===== config.mk =====
export PLATFORM = sky130hd
export DESIGN_NAME = mem_arbiter_flat
export DESIGN_NICKNAME = d
export VERILOG_FILES = /design/src/rtl/mem_arbiter_if.sv /design/src/rtl/mem_arbiter.sv /design/src/flat_wrapper.sv
export SDC_FILE = /design/constraint.sdc
export NUM_CORES = 1
export LEC_CHECK = 0
export ABC_CLOCK_PERIOD_IN_PS = 2000
export CAP_MARGIN = 40
export CORE_UTILIZATION = 40
export CTS_BUF_LIST = sky130_fd_sc_hd__clkbuf_4
export DETAILED_ROUTE_END_ITERATION = 7
export GPL_TIMING_DRIVEN = 0
export PLACE_DENSITY_LB_ADDON = 0.12
export REMOVE_ABC_BUFFERS = 1
export SLEW_MARGIN = 15
export SYNTH_ARGS = -nofsm -noshare
export SYNTH_HDL_FRONTEND = slang
export SYNTH_SLANG_ARGS = --single-unit

===== constraint.sdc =====
create_clock -name clk -period 2 [get_ports clk]
set_input_delay 0.4 -clock clk [delete_from_list [all_inputs] [get_ports clk]]
set_output_delay 0.4 -clock clk [all_outputs]
set_load 0.05 [all_outputs]

===== src/rtl/mem_arbiter_if.sv =====
// Request/grant and memory bus bundle shared by the fetch port,
// the load/store port and the single-port memory behind mem_arbiter.
interface mem_arbiter_if #(
   parameter int AW = 5,
   parameter int DW = 16
);
   logic          if_req;
   logic [AW-1:0] if_adr;
   logic          if_gnt;
   logic [DW-1:0] if_rdata;
   logic          if_rvalid;
   logic          d_req;
   logic          d_we;
   logic [AW-1:0] d_adr;
   logic [DW-1:0] d_wd;
   logic          d_gnt;
   logic [DW-1:0] d_rdata;
   logic          d_rvalid;
   logic [AW-1:0] mem_adr;
   logic [DW-1:0] mem_wd;
   logic          mem_we;
   logic [DW-1:0] mem_rd;

   modport slave (
      input  if_req, if_adr,
      input  d_req, d_we, d_adr, d_wd,
      input  mem_rd,
      output if_gnt, if_rdata, if_rvalid,
      output d_gnt, d_rdata, d_rvalid,
      output mem_adr, mem_wd, mem_we
   );

   modport master (
      output if_req, if_adr,
      output d_req, d_we, d_adr, d_wd,
      output mem_rd,
      input  if_gnt, if_rdata, if_rvalid,
      input  d_gnt, d_rdata, d_rvalid,
      input  mem_adr, mem_wd, mem_we
   );
endinterface


===== src/rtl/mem_arbiter.sv =====
// Round-robin arbiter sharing one single-port memory between
// instruction fetch and load/store, with registered read return.
module mem_arbiter #(
   parameter int AW = 5,
   parameter int DW = 16
) (
   input logic          clk,
   input logic          rst,
   mem_arbiter_if.slave bus
);
   logic          if_gnt;
   logic          d_gnt;
   logic [AW-1:0] mem_adr;
   logic [DW-1:0] mem_wd;
   logic          mem_we;

   logic          last_q, last_d;
   logic [DW-1:0] if_rdata_q, if_rdata_d;
   logic [DW-1:0] d_rdata_q, d_rdata_d;
   logic          if_rvalid_q, if_rvalid_d;
   logic          d_rvalid_q, d_rvalid_d;

   // On a tie the port that did not win last time gets the memory.
   always_comb begin
      if_gnt = 1'b0;
      d_gnt  = 1'b0;
      if (rst) begin
         if_gnt = 1'b0;
         d_gnt  = 1'b0;
      end else if (bus.if_req && bus.d_req) begin
         if_gnt = last_q;
         d_gnt  = !last_q;
      end else if (bus.if_req) begin
         if_gnt = 1'b1;
      end else if (bus.d_req) begin
         d_gnt = 1'b1;
      end
   end

   always_comb begin
      mem_adr = '0;
      mem_wd  = '0;
      mem_we  = 1'b0;
      if (if_gnt) begin
         mem_adr = bus.if_adr;
      end else if (d_gnt) begin
         mem_adr = bus.d_adr;
         mem_wd  = bus.d_wd;
         mem_we  = bus.d_we;
      end
   end

   always_comb begin
      last_d      = last_q;
      if_rdata_d  = if_rdata_q;
      d_rdata_d   = d_rdata_q;
      if_rvalid_d = if_gnt;
      d_rvalid_d  = d_gnt && !bus.d_we;
      if (if_gnt) begin
         last_d     = 1'b0;
         if_rdata_d = bus.mem_rd;
      end
      if (d_gnt) begin
         last_d = 1'b1;
         if (!bus.d_we) begin
            d_rdata_d = bus.mem_rd;
         end
      end
   end

   always_ff @(posedge clk) begin
      if (rst) begin
         last_q      <= 1'b1;
         if_rdata_q  <= '0;
         d_rdata_q   <= '0;
         if_rvalid_q <= 1'b0;
         d_rvalid_q  <= 1'b0;
      end else begin
         last_q      <= last_d;
         if_rdata_q  <= if_rdata_d;
         d_rdata_q   <= d_rdata_d;
         if_rvalid_q <= if_rvalid_d;
         d_rvalid_q  <= d_rvalid_d;
      end
   end

   assign bus.if_gnt    = if_gnt;
   assign bus.d_gnt     = d_gnt;
   assign bus.mem_adr   = mem_adr;
   assign bus.mem_wd    = mem_wd;
   assign bus.mem_we    = mem_we;
   assign bus.if_rdata  = if_rdata_q;
   assign bus.if_rvalid = if_rvalid_q;
   assign bus.d_rdata   = d_rdata_q;
   assign bus.d_rvalid  = d_rvalid_q;
endmodule


===== src/flat_wrapper.sv =====
// flat-port wrapper written by rule: the top's interface ports become plain ports
module mem_arbiter_flat 
#(
   parameter int AW = 5,
   parameter int DW = 16
)
  (clk, rst, bus_if_req, bus_if_adr, bus_d_req, bus_d_we, bus_d_adr, bus_d_wd, bus_mem_rd, bus_if_gnt, bus_if_rdata, bus_if_rvalid, bus_d_gnt, bus_d_rdata, bus_d_rvalid, bus_mem_adr, bus_mem_wd, bus_mem_we);
  mem_arbiter_if #(.AW(AW), .DW(DW)) bus_i ();
  input logic clk;
  input logic rst;
  input wire logic [$bits(bus_i.if_req)-1:0] bus_if_req;
  input wire logic [$bits(bus_i.if_adr)-1:0] bus_if_adr;
  input wire logic [$bits(bus_i.d_req)-1:0] bus_d_req;
  input wire logic [$bits(bus_i.d_we)-1:0] bus_d_we;
  input wire logic [$bits(bus_i.d_adr)-1:0] bus_d_adr;
  input wire logic [$bits(bus_i.d_wd)-1:0] bus_d_wd;
  input wire logic [$bits(bus_i.mem_rd)-1:0] bus_mem_rd;
  output wire logic [$bits(bus_i.if_gnt)-1:0] bus_if_gnt;
  output wire logic [$bits(bus_i.if_rdata)-1:0] bus_if_rdata;
  output wire logic [$bits(bus_i.if_rvalid)-1:0] bus_if_rvalid;
  output wire logic [$bits(bus_i.d_gnt)-1:0] bus_d_gnt;
  output wire logic [$bits(bus_i.d_rdata)-1:0] bus_d_rdata;
  output wire logic [$bits(bus_i.d_rvalid)-1:0] bus_d_rvalid;
  output wire logic [$bits(bus_i.mem_adr)-1:0] bus_mem_adr;
  output wire logic [$bits(bus_i.mem_wd)-1:0] bus_mem_wd;
  output wire logic [$bits(bus_i.mem_we)-1:0] bus_mem_we;
  assign bus_i.if_req = bus_if_req;
  assign bus_i.if_adr = bus_if_adr;
  assign bus_i.d_req = bus_d_req;
  assign bus_i.d_we = bus_d_we;
  assign bus_i.d_adr = bus_d_adr;
  assign bus_i.d_wd = bus_d_wd;
  assign bus_i.mem_rd = bus_mem_rd;
  assign bus_if_gnt = bus_i.if_gnt;
  assign bus_if_rdata = bus_i.if_rdata;
  assign bus_if_rvalid = bus_i.if_rvalid;
  assign bus_d_gnt = bus_i.d_gnt;
  assign bus_d_rdata = bus_i.d_rdata;
  assign bus_d_rvalid = bus_i.d_rvalid;
  assign bus_mem_adr = bus_i.mem_adr;
  assign bus_mem_wd = bus_i.mem_wd;
  assign bus_mem_we = bus_i.mem_we;
  mem_arbiter #(.AW(AW), .DW(DW)) u_core (.clk(clk), .rst(rst), .bus(bus_i));
endmodule

==> impl_metrics.ini, run 1 <==
[setup_path]
path_class = register to output pin
cp_data_required_time_ns = 1.60
cp_max_fo = 8
regToRegStartpoint = u_core.last_q
rrSetupSlack_ns = 0.46
cp-start-kind = register
cp-startpoint = u_core.last_q
cp-end-kind = output pin
crit_arrival_ns = 1.55

[die]
core_area_mm2 = 0.00377
initial_core_util_pct = 42.7
rows = 22
die_w_um = 65.4
pin_count = 105
die_h_um = 65.4
die-area_mm2 = 0.00428

[hold_path]
min_path_type = input pin to register
hp-start = bus_if_req

[clock_tree]
clk_pin_slew_ns = 0.10
cts_sinks = 35
insertion_delay_ns = 0.34
tritoncts = built
cts_made_buffers = 5
cts_buffer_depth = 2
ctsHoldBuffers = 0
cts_root_buf = clkbuf_4
htreeDepth = 2

[cells_and_area]
insertedDiodeCount = 0
syn2layout_area_growth_pct = 72.9
layout-drive-gt1-share_pct = 19.5
final_util_pct = 73.8
final_common_cell = clkdlybuf4s50_1
nets = 313
layout_common_cells = 77 x clkdlybuf4s50_1, 50 x nand2b_1, 34 x dfxtp_1

[detailed_routing]
antenna_left = 0
wl_per_cell_um = 13.2
first_pass_iters = 4
first_iter_violations = 30
drc = 0
wl_mm = 4.17
vias_per_cell = 4.61
vias = 1452

[grt]
overflow = 0
grt_pass1_vias = 1299
grt_pass1_wl_mm = 6.49
grt_usage_pct = 20.2
grt_max_degree = 55
antenna_found_initial = 0

[placed_design]
gp_congestion = 0.720
io_buffer_count = 104
dp_hpwl_mm = 2.86

[sta]
tightest_slew_ns = 0.766
rsz0062_at_grt = true
layout_min_cycle_time_ns = 1.95
relSlewSlack_pct = 48.9
setup-tns-final_ns = 0
fmax_ghz = 0.513
finalHoldViolations = 0
finalSetupViolations = 0
drv_slew = 0
fin_crit_sh_pct = 97.4
fin_skew_ns = 0.00764

[synth]
syn_inst = 162
synth_top_family_by_area = simple AND/OR/NAND/NOR gates
synth.distinct_cells = 16
synthSimpleGateAreaFrac_pct = 29.2
synth_warnings = 0
ys_ff_latch = 35
yosysSeqAreaShare_pct = 43.5
syn_avg_cell_area_um2 = 9.93
synth_mux_area_share_pct = 19.9
synth_fa_ha_area_share_pct = 0
synth_compound_area_share_pct = 3.65
syn_area_mm2 = 0.00161
synth_xor_area_share_pct = 0

[power_and_ir_drop]
peakVddDrop_mv = 0.494
switchingPower_mw = 0.569
power_density_mw_per_mm2 = 610
p_leak_nw = 1.20
seq_power_share_pct = 44.6
switching_share_pct = 33.5
combPwrFrac_pct = 32.8
internal_power_mw = 1.13
p_total_mw = 1.70
p_clk_share_pct = 22.6

[job]
cap_violations = 0

[outcome]
status = completed
-- cells in the mapped netlist (all sizes together) --
cell type	n	area share [%]
buf	5	2.1
nor2	2	0.47
or2	1	0.39
and2	18	7.0
mux2i	32	20
dfxtp	35	44
nand2b	50	19
clkbuf	7	1.6
o21ai	1	0.31
a22o	5	2.7
nand2	2	0.47
a21bo	1	0.62
and3b	2	1.1
nor3	1	0.31
-- worst max-delay path, cell delays in order, from the launching register on --
cell and delay (ns):
dfxtp_2 0.35, a21bo_4 0.23, nor2_4 0.18, buf_6 0.15, and2_1 0.14, buf_6 0.16
-- routing by layer --
layer  vias up  GRT usage [%]  part of all wire, %
met5         -              0                    0
met3         6           7.99                   11
li1        737              -                    -
met4         0           7.34                  1.3
met2        68           34.8                   47
met1       641           22.3                   41
-- what timing repair did --
action | in CTS | in global routing
cloned | 3 | 0
buffers inserted | 1 | 0
gates resized for setup | 157 | 19
endpoints found under the setup margin | 24 | 24
endpoints found under the hold margin | 0 | 0
pin swaps | 1 | 1
-- logic make-up after synthesis --
group	Yosys count
flip-flops	35
buffers and inverters	12
AO/OA/AOI/OAI	7
multiplexers	32
AND/OR/NAND/NOR	76
-- area by class of cell --
cell class,count,area [um2]
repair buffers,108,1070
fillers,287,988
multi-input cells,116,892
flip-flops and latches,35,702
well taps,48,60.1
clock buffers,6,45.0
clock inverters,2,12.5
-- state kept, by name (all words and copies together), names as in the netlist --
register and flops:
u_core.bus.d_rdata 16, u_core.bus.d_rvalid 1, u_core.bus.if_rdata 16, u_core.bus.if_rvalid 1, u_core.last_q 1
-- final timing paths --
path | cells after the start | end
max | 5 | bus_mem_wd[8]
min | 2 | u_core.bus.if_rvalid
max reg2reg | 4 | u_core.bus.d_rdata[0]
min reg2reg | 2 | u_core.bus.if_rdata[4]
-- per-stage QoR --
step	setup WS (ns)	area (um2)	hold slack [ns]	std cells
2_1_floorplan	-0.760	1550	0.477	150
3_3_place_gp	-2.19	2650	0.460	302
6_report	0.0513	2780	0.398	315
5_1_grt	-0.0136	2780	0.384	315
4_1_cts	0.0182	2740	0.470	315
3_5_place_dp	-1.10	2660	0.464	303
-- power groups by stage --
stage	Combinational, mW	Clock [mW]	Sequential (mW)
floorplan	0.181	0	0.900
global placement	0.538	0	0.770
detailed placement	0.541	0	0.772
CTS	0.550	0.400	0.756
global route	0.583	0.438	0.761
finish	0.557	0.384	0.757
(Power assumes the default switching activity.)
==> inputs of run 2 (changes only) <==
RECOVER_POWER = 50   (was default)
SETUP_SLACK_MARGIN = 0.1   (was default)
==> impl_metrics.ini, run 2 (synthesis gave the netlist of run 1 again) <==
[cells_and_area]
layout_common_cells = 50 x nand2b_1, 44 x clkdlybuf4s50_1, 34 x dfxtp_1
fill_cells = 285
seqCellArea_um2 = 702
stdcell_area_mm2 = 0.00280
final_cells = 316
layout-drive-gt1-share_pct = 21.3
multi_input_area_um2 = 905
nets = 314
insertedDiodeCount = 0
final_common_cell = nand2b_1
syn2layout_area_growth_pct = 73.9

[clock_tree]
htreeDepth = 2
ctsHoldBuffers = 0
cts_made_buffers = 5
insertion_delay_ns = 0.34
cts_root_buf = clkbuf_4
cts_buffer_depth = 2
clk_pin_slew_ns = 0.09
tritoncts = built
cts_sinks = 35

[sta]
fin_skew_ns = 0.00693
relSlewSlack_pct = 26.9
drv_slew = 0
layout_min_cycle_time_ns = 1.95
fin_hold_ws_ns = 0.476
finalHoldViolations = 0
tightest_slew_ns = 1.10
setup-tns-final_ns = 0
fin_crit_sh_pct = 97.4
rsz0062_at_grt = true
fmax_ghz = 0.513
finalSetupViolations = 0

[power_and_ir_drop]
peakVddDrop_mv = 0.499
power_density_mw_per_mm2 = 603
p_leak_nw = 1.33

[grt]
overflow = 0
grt_max_degree = 55
grt_pass1_wl_mm = 6.64
grt_pass1_vias = 1347
antenna_found_initial = 0
grt_usage_pct = 20.8

[die]
die-area_mm2 = 0.00428
pin_count = 105
rows = 22
die_h_um = 65.4
core_area_mm2 = 0.00377
initial_core_util_pct = 42.7
die_w_um = 65.4

[setup_path]
cp-end-kind = output pin
r2r_cells = 3
cp_data_required_time_ns = 1.60
path_class = input pin to output pin
crit_arrival_ns = 1.55
cp_max_fo = 5
cp-start-kind = input pin

[detailed_routing]
drc = 0
wl_per_cell_um = 13.9
vias = 1467
antenna_left = 0
wl_mm = 4.40
vias_per_cell = 4.64
first_iter_violations = 26
first_pass_iters = 4

[outcome]
status = completed

[placed_design]
io_buffer_count = 104
dpl_cell_area_mm2 = 0.00266
gp_congestion = 0.720
placed_cells = 303
dp_hpwl_mm = 2.86

[job]
cap_violations = 0

[hold_path]
min_path_type = register to register
holdPathStages = 2
[run 2: cell count changes in the layout (fill, tap and decap cells not counted), moves of 3 or more]
| cell | change |
|---|---|
| and2_1 | -6 |
| and2_4 | +5 |
| buf_4 | +3 |
| buf_6 | -10 |
| buf_8 | +12 |
| clkbuf_1 | +5 |
| clkdlybuf4s50_1 | -33 |
| dlygate4sd2_1 | +29 |
[run 2: critical path, cell delays in order]
cell and delay [ns]:
dlygate4sd2_1 0.26, a21bo_4 0.27, nor2_4 0.16, buf_4 0.14, a22o_1 0.15, buf_6 0.16
[run 2: worst paths after layout]
check	startpoint	end	slack, ns
max	bus_d_req	bus_mem_adr[4]	0.05
min	u_core.bus.if_rdata[2]	u_core.bus.if_rdata[2]	0.48
max reg2reg	u_core.last_q	u_core.bus.if_rdata[5]	0.23
min reg2reg	u_core.bus.if_rdata[2]	u_core.bus.if_rdata[2]	0.48
[run 2: final cells by class]
cell class,count,area share [%]
sequential,35,25.1
tap,48,2.15
multi-input combinational,116,32.3
timing repair buffer,109,38.4
clock buffer,6,1.61
clock inverter,2,0.447
[run 2: power breakdown]
group / internal, mW / switching (mW) / total [mW]
clock: 0.149 / 0.235 / 0.384
sequential: 0.736 / 0.0189 / 0.755
combinational: 0.230 / 0.319 / 0.549
total: 1.11 / 0.573 / 1.69
[run 2: timing repair]
| action | 4_1_cts | 5_1_grt |
|---|---|---|
| resized for setup | 215 | 21 |
| pin swaps | 9 | 7 |
| setup buffers | 1 | 1 |
| setup endpoints to repair | 53 | 28 |
| cloned | 3 | 0 |
[run 2: layer usage]
layer  vias up  global-route usage (%)  wire (um)
li1        745                       -          -
met1       648                    22.6       1800
met2        68                    36.7       2130
met3         6                    7.64        415
met4         0                    7.34         53
met5         -                       0          0
[run 2: per-stage QoR]
stage	util, %	setup WS [ns]	power [mW]
finish	74.2	0.0522	1.69
global route	74.2	-0.000794	1.77
CTS	73.9	0.0305	1.70
detailed placement	70.4	-1.10	1.31
global placement	70.3	-2.19	1.31
floorplan	-	-0.760	1.08
